===== config.mk =====
export PLATFORM = sky130hd
export DESIGN_NAME = instruction_fetch
export DESIGN_NICKNAME = d
export VERILOG_FILES = /design/src/rtl/instruction_fetch.sv
export SDC_FILE = /design/constraint.sdc
export NUM_CORES = 1
export LEC_CHECK = 0
export ABC_AREA = 0
export CAP_MARGIN = 25
export CORE_AREA = 2 2 282 284
export DETAILED_ROUTE_END_ITERATION = 12
export DIE_AREA = 0 0 284 286
export PLACE_DENSITY = 0.54
export SYNTH_ARGS = -nofsm -noshare
export SYNTH_HDL_FRONTEND = slang
export SYNTH_SLANG_ARGS = --single-unit

===== constraint.sdc =====
create_clock -name clk_i -period 2.3 [get_ports clk_i]
set_input_delay 0.345 -clock clk_i [delete_from_list [all_inputs] [get_ports clk_i]]
set_output_delay 0.345 -clock clk_i [all_outputs]
set_load 0.02 [all_outputs]

===== src/rtl/instruction_fetch.sv =====
// instruction_fetch: PC generator + fetch buffer.
// Drives a combinational instruction cache, buffers {pc, instr} pairs in a
// small FIFO and hands them to decode over valid/ready. Redirects from
// execute flush the buffer; misaligned targets park the stage in FAULT.
module instruction_fetch #(
  parameter int unsigned          ADDR_WID   = 64,
  parameter int unsigned          INSTR_WID  = 32,
  parameter logic [ADDR_WID-1:0]  RESET_PC   = '0,
  parameter int unsigned          FIFO_DEPTH = 4
) (
  input  logic                 clk_i,
  input  logic                 rst_i,
  input  logic                 fetch_en_i,
  output logic [ADDR_WID-1:0]  icache_addr_o,
  input  logic [INSTR_WID-1:0] icache_instr_i,
  input  logic                 redirect_i,
  input  logic [ADDR_WID-1:0]  redirect_pc_i,
  output logic                 instr_valid_o,
  input  logic                 instr_ready_i,
  output logic [INSTR_WID-1:0] instr_o,
  output logic [ADDR_WID-1:0]  pc_o,
  output logic                 fault_o,
  output logic [ADDR_WID-1:0]  fault_pc_o
);

  localparam int unsigned STEP  = INSTR_WID / 8;
  localparam int unsigned PTR_W = $clog2(FIFO_DEPTH);
  localparam int unsigned CNT_W = PTR_W + 1;

  localparam logic [ADDR_WID-1:0] PC_STEP    = ADDR_WID'(STEP);
  localparam logic [ADDR_WID-1:0] ALIGN_MASK = ADDR_WID'(STEP - 1);
  localparam logic [CNT_W-1:0]    CNT_FULL   = CNT_W'(FIFO_DEPTH);

  typedef enum logic [1:0] {
    S_IDLE  = 2'd0,
    S_RUN   = 2'd1,
    S_FAULT = 2'd2
  } state_t;

  state_t                                 r_state;
  state_t                                 w_state_nxt;
  logic [ADDR_WID-1:0]                    r_pc;
  logic [FIFO_DEPTH-1:0][ADDR_WID-1:0]    r_pc_mem;
  logic [FIFO_DEPTH-1:0][INSTR_WID-1:0]   r_ins_mem;
  logic [PTR_W-1:0]                       r_wr_ptr;
  logic [PTR_W-1:0]                       r_rd_ptr;
  logic [CNT_W-1:0]                       r_count;
  logic                                   r_fault;
  logic [ADDR_WID-1:0]                    r_fault_pc;

  logic w_misaligned;
  logic w_redir_ok;
  logic w_redir_bad;
  logic w_pop;
  logic w_push;

  // Redirect classification: any low address bits below the instruction size
  // make the target unfetchable.
  always_comb begin
    w_misaligned = |(redirect_pc_i & ALIGN_MASK);
    w_redir_ok   = redirect_i & ~w_misaligned;
    w_redir_bad  = redirect_i &  w_misaligned;
  end

  // Handshake: a full buffer can still take a word in a cycle where decode
  // drains one; a redirect cycle never pushes (its word is on the wrong path).
  always_comb begin
    w_pop  = (r_count != '0) & instr_ready_i;
    w_push = (r_state == S_RUN) & ~redirect_i & ((r_count < CNT_FULL) | w_pop);
  end

  // Next-state logic; redirects take priority over the enable-driven moves.
  always_comb begin
    w_state_nxt = r_state;
    if (w_redir_bad) begin
      w_state_nxt = S_FAULT;
    end else if (w_redir_ok) begin
      w_state_nxt = fetch_en_i ? S_RUN : S_IDLE;
    end else begin
      unique case (r_state)
        S_IDLE:  if (fetch_en_i)  w_state_nxt = S_RUN;
        S_RUN:   if (!fetch_en_i) w_state_nxt = S_IDLE;
        S_FAULT: w_state_nxt = S_FAULT;
        default: w_state_nxt = S_IDLE;
      endcase
    end
  end

  // State register.
  always_ff @(posedge clk_i or negedge rst_i) begin
    if (!rst_i) r_state <= S_IDLE;
    else        r_state <= w_state_nxt;
  end

  // PC: load aligned redirect target, otherwise step past each pushed word.
  always_ff @(posedge clk_i or negedge rst_i) begin
    if (!rst_i)          r_pc <= RESET_PC;
    else if (w_redir_ok) r_pc <= redirect_pc_i;
    else if (w_push)     r_pc <= r_pc + PC_STEP;
  end

  // FIFO pointers and occupancy; any redirect empties the buffer.
  always_ff @(posedge clk_i or negedge rst_i) begin
    if (!rst_i) begin
      r_wr_ptr <= '0;
      r_rd_ptr <= '0;
      r_count  <= '0;
    end else if (redirect_i) begin
      r_wr_ptr <= '0;
      r_rd_ptr <= '0;
      r_count  <= '0;
    end else begin
      if (w_push) r_wr_ptr <= r_wr_ptr + 1'b1;
      if (w_pop)  r_rd_ptr <= r_rd_ptr + 1'b1;
      unique case ({w_push, w_pop})
        2'b10:   r_count <= r_count + 1'b1;
        2'b01:   r_count <= r_count - 1'b1;
        default: r_count <= r_count;
      endcase
    end
  end

  // FIFO storage; cleared on reset so the head reads zero when empty.
  always_ff @(posedge clk_i or negedge rst_i) begin
    if (!rst_i) begin
      r_pc_mem  <= '0;
      r_ins_mem <= '0;
    end else if (w_push) begin
      r_pc_mem[r_wr_ptr]  <= r_pc;
      r_ins_mem[r_wr_ptr] <= icache_instr_i;
    end
  end

  // Sticky misalignment fault; only an aligned redirect clears it.
  always_ff @(posedge clk_i or negedge rst_i) begin
    if (!rst_i) begin
      r_fault    <= 1'b0;
      r_fault_pc <= '0;
    end else if (w_redir_bad) begin
      r_fault    <= 1'b1;
      r_fault_pc <= redirect_pc_i;
    end else if (w_redir_ok) begin
      r_fault    <= 1'b0;
    end
  end

  assign icache_addr_o = r_pc;
  assign instr_valid_o = (r_count != '0);
  assign instr_o       = r_ins_mem[r_rd_ptr];
  assign pc_o          = r_pc_mem[r_rd_ptr];
  assign fault_o       = r_fault;
  assign fault_pc_o    = r_fault_pc;

endmodule


-- After elaboration in Yosys (flattened, before gate mapping)
Cells that the tools add are included.
- register bits after elaboration: 522
- word-level logic and storage cells: 74
- add/subtract/negate cells: 5
- $lt $le $gt $ge: 4
- equal/unequal tests: 6
- multiplexer cells: 26
- bitwise logic cells: 8
- reductions and logical operators: 10
- operator list (operator ; number):
    bitwise mux 256 bit ; 1
    two-way mux 64 bit ; 4
    binary-select mux 64 bit (select 2 bit) ; 1
    bitwise mux 128 bit ; 1
    demux 64 bit (select 2 bit) ; 1
    adder 64 x 3 -> 64 bit, second input constant ; 1
    binary-select mux 32 bit (select 2 bit) ; 1
    demux 32 bit (select 2 bit) ; 1
    two-way mux 32 bit ; 2
    two-way mux 2 bit ; 8
    inequality test 4 bit, second input constant ; 2
    nonzero test 2 bit ; 4
    < comparator 2 x 3 -> 1 bit, second input constant ; 2
    case mux 2 bit (3 select lines) ; 1
    case mux 3 bit (2 select lines) ; 1
    nonzero test 3 bit ; 2
    bitwise AND 1 bit ; 5
    adder 2 x 1 -> 2 bit, second input constant ; 2
    equality test 2 x 1 -> 1 bit, second input constant ; 2
    equality test 2 bit, second input constant ; 2
    adder 3 x 1 -> 3 bit, second input constant ; 1
    < comparator 3 bit, second input constant ; 1
    two-way mux 1 bit ; 3
    two-way mux 3 bit ; 1
    other kinds (8) ; 9

-- Logic depth before layout (Yosys ltp)
- depth after elaboration: 7
- depth in mapped cells: 9

-- Worst setup path after synthesis
No wires, ideal clock.
- path kind: register to register
- start point: register r_pc[10], in the netlist icache_addr_o[10]
- end point: register r_pc[45], in the netlist icache_addr_o[45]
- arrival time: 2299 ps
- required time: 2230 ps
- setup slack: -68 ps
- cell stages (with the launch flop): 8
- clock period less this slack: 2368 ps
- cells stage by stage: dfrtp_1 -> buf_2 -> nand4_2 -> or4_4 -> nor4_4 -> nand2_1 -> or4_1 -> nand3_1
- word-level cells in the longest chain between the ends: 3
- ends and longest elaborated chain (what ; RTL line ; text):
    start: declaration ; 42 ; logic [ADDR_WID-1:0] r_pc;
    start signal: assignment ; 98 ; else if (w_redir_ok) r_pc <= redirect_pc_i;
    start signal: assignment ; 99 ; else if (w_push) r_pc <= r_pc + PC_STEP;
    adder 64 x 3 -> 64 bit ; 99 ;
    two-way mux 64 bit ; 99 ;
    two-way mux 64 bit ; 98 ;
No other way between the ends. The select of a mux whose other input is x is not followed.
A chain may end at the register's enable or synchronous reset.

-- Worst setup path in the final report
- start point: register r_rd_ptr[0]
- end point: output pc_o[41]
- word-level cells in the longest chain between the ends: 2
- ends and longest elaborated chain (what ; RTL line ; text):
    start: declaration ; 46 ; logic [PTR_W-1:0] r_rd_ptr;
    start signal: assignment ; 114 ; if (w_pop) r_rd_ptr <= r_rd_ptr + 1'b1;
    binary-select mux 64 bit (select 2 bit) ; 150 ; assign pc_o = r_pc_mem[r_rd_ptr];
    two-way mux 64 bit (not written as such) ; 150 ;
    end: declaration ; 21 ; output logic [ADDR_WID-1:0] pc_o,
No other way between the ends. The select of a mux whose other input is x is not followed.

==> flow_metrics.env <==
export IMPL_status="complete, but fails checks"
export IMPL_failed_checks="negative setup slack"
export IMPL_drive_gt1_frac=0.443
export IMPL_coreArea_um2=78400
export IMPL_die_w_um=284
export IMPL_synth_cells=1669
export IMPL_clock_latency_ns=0.66
export IMPL_min_period_ns=2.61
export IMPL_clockBufferDepth=3
export IMPL_yosysTopAreaCellShare=0.563
export IMPL_synth_yosys_warnings=0
export IMPL_critPathMaxStageDelay_ns=0.53
export IMPL_synth_area_um2=23200
export IMPL_critPathMostFrequentCell="buf_12"
export IMPL_critPathSlowestCell="dfrtp_4"
export IMPL_layout_commonest_cell="dfrtp_1"
export IMPL_max_freq_ghz=0.383
export IMPL_slew_viol_final=0
export IMPL_hpwl_mm=50.9
export IMPL_wl_mm=72.6
export IMPL_worstSetupStartpointType="flop"
export IMPL_die_h_um=286
export IMPL_htree_levels=2
export IMPL_power_leakage_nw=14.6
export IMPL_cp_end_kind="primary output"
export IMPL_antenna_found_initial=3
export IMPL_synth_seq_area_share=0.563
export IMPL_start_util=0.296
export IMPL_synth_nets=1776
export IMPL_cp_num_buf_inv=4
export IMPL_async_reset_ff_frac=1.00
export IMPL_fin_ws_ns=-0.311
export IMPL_clockRootBuffer="clkbuf_16"
export IMPL_synth_flop_cell="dfrtp_1"
export IMPL_maxCapViolCount=0
export IMPL_tightest_slew_ns=0.561
export IMPL_ys_ff_latch=522
export IMPL_ant_nets=0
export IMPL_first_pass_iters=5
export IMPL_cts_sinks=522
export IMPL_whs_ns=0.283
export IMPL_synth_top_cell_by_area="dfrtp_1"
export IMPL_setup_violations=96
export IMPL_nets=2271
export IMPL_grt_ovfl_total=0
export IMPL_synthTopCellsByArea="dfrtp_1, mux2_2, mux4_2"
export IMPL_numCtsBuffers=59
export IMPL_ios=327
export IMPL_final_cells=3264
export IMPL_clkTransAtPathRegs_ns=0.06
export IMPL_fp_row_count=103
export IMPL_area_growth_synth_to_final_pct=38.8
export IMPL_critical_path_arrival_ns=2.27
export IMPL_hold_path_class="in -> async"
export IMPL_fin_util=0.411
export IMPL_worstPathCellList="buf_12 > buf_12 > buf_4 > mux4_2 > buf_6"
export IMPL_fin_setup_tns_ns=-23.31
export IMPL_clock_skew_ns=0.0497
export IMPL_grt_pass1_wl_mm=110
export IMPL_timing_final_crit_share=1.14
export IMPL_dieArea_um2=81200
export IMPL_place_gp_congestion=0.807
export IMPL_vias=16100
export IMPL_grt_total_usage=0.177
export IMPL_port_buffers=326
export IMPL_antenna_cells=0
export IMPL_maxSlewHeadroom=0.626
export IMPL_nFillCells=7346
export IMPL_synth_edf_count=0
export IMPL_ys_types=55
export IMPL_power_density_nw_per_um2=966
export IMPL_grt_pass1_vias=17100
export IMPL_drc_errors=0
export IMPL_final_cell_mix="dfrtp_1, mux2_2, clkdlybuf4s50_1"
export IMPL_hold_violations=0
export IMPL_avgSynthCellArea_um2=13.9
export IMPL_critPathTopFamily="buffers and inverters"
export IMPL_critPathRequiredTime_ns=1.96
export IMPL_cts_tree="built"
export IMPL_worstPathMaxFanout=6
export IMPL_rsz0062_at_grt="true"
export IMPL_critical_path_class="reg -> out"
export IMPL_ir_worst_vdd_uv=631
export IMPL_wl_per_cell_um=22.2
export IMPL_via_per_inst=4.95
export IMPL_grt_max_degree=75
export IMPL_drt_initial_drc_count=743
export IMPL_numPlacedInstances=3099
## repair_timing
action                     in CTS  in global routing
setup endpoints to repair     109                119
hold endpoints to repair       43                  0
gates cloned                    4                  1
hold buffers                    1                  0
pin swaps                       2                 13
buffers inserted               25                 27
gates resized for setup       471                183
## cell families after synthesis
logic type                 share of synthesized area
DFF                                            0.563
muxes                                          0.293
and+or+nand+nor                               0.0625
AOI/OAI and AO/OA                             0.0508
buffers and inverters                         0.0239
xor gates and xnor gates                     0.00264
adders and majority gates                    0.00356
## state kept, by name, summed over array words and instances (netlist names)
name	flops
fault_o	1
fault_pc_o	64
icache_addr_o	64
r_count	3
r_ins_mem	128
r_pc_mem	256
r_rd_ptr	2
r_state	2
r_wr_ptr	2
## cells in the mapped netlist (all sizes together) (2+ instances only)
| cell | number |
|---|---|
| dfrtp | 522 |
| mux2 | 411 |
| nand2 | 128 |
| mux4 | 96 |
| clkbuf | 92 |
| o21ai | 77 |
| nor2 | 44 |
| buf | 39 |
| nand3 | 34 |
| nand4 | 25 |
| a21oi | 23 |
| o311ai | 22 |
| o211ai | 17 |
| nor3 | 14 |
| nor4 | 14 |
| and3 | 12 |
| inv | 12 |
| a221o | 9 |
| a31oi | 7 |
| a32oi | 6 |
| and2 | 6 |
| or3 | 6 |
| a22oi | 5 |
| and4 | 5 |
| ha | 5 |
| or4 | 5 |
| xnor2 | 5 |
| a21o | 3 |
| nand2b | 3 |
| a211o | 2 |
| a21boi | 2 |
| a22o | 2 |
| nor3b | 2 |
| or2 | 2 |
| xor2 | 2 |
## cell type report
class	count	area, um2	share of cell area
Multi-Input combinational cell	1004	9730	0.302
Clock buffer	84	1730	0.0538
Clock inverter	27	334	0.0104
Sequential cell	522	13100	0.406
Timing Repair Buffer	565	5950	0.185
Inverter	12	45.0	0.00140
Tap cell	1050	1310	0.0408
## worst reg2reg max path: stages, from the launching register on
cell     delay (ns)
dfrtp_1        0.39
nand4_1        0.21
nor4_4         0.33
buf_4          0.15
nand4_1        0.18
or3_4          0.39
or4_1          0.48
nand3_1        0.10
## per-layer routing
layer | up-vias | wire [um] | track usage
met5 | - | 38 | 0
met3 | 105 | 4770 | 0.0448
met2 | 425 | 34100 | 0.286
li1 | 7188 | - | -
met4 | 6 | 1610 | 0.0482
met1 | 8425 | 32100 | 0.237
## per-stage QoR
step / power, W / area, um2 / worst slack (ns)
floorplan: 0.0158 / 23200 / -0.00350
global placement: 0.0203 / 29200 / -0.277
detailed placement: 0.0205 / 29200 / -0.233
CTS: 0.0307 / 31500 / -0.437
global route: 0.0326 / 32200 / -0.370
finish: 0.0311 / 32200 / -0.311
## worst paths after layout
kind                                        start                 to  slack (ns)  depth (start not counted)
worst min register to register         r_state[0]         r_state[1]        0.46                          1
min in group clk_i                     fetch_en_i         r_state[0]        0.29                          2
worst min-delay path                        rst_i      r_ins_mem[57]        0.28                          2
max in group asynchronous                   rst_i      r_pc_mem[248]        1.16                          3
worst max register to register  icache_addr_o[14]  icache_addr_o[44]        0.04                          7
worst max-delay path                  r_rd_ptr[0]           pc_o[41]       -0.31                          5
## power by group
group	internal (W)	switching, W
Clock	0.00591	0.00397
Sequential	0.0105	0.000732
Combinational	0.00523	0.00477
Power figures use the tool's default switching activity.
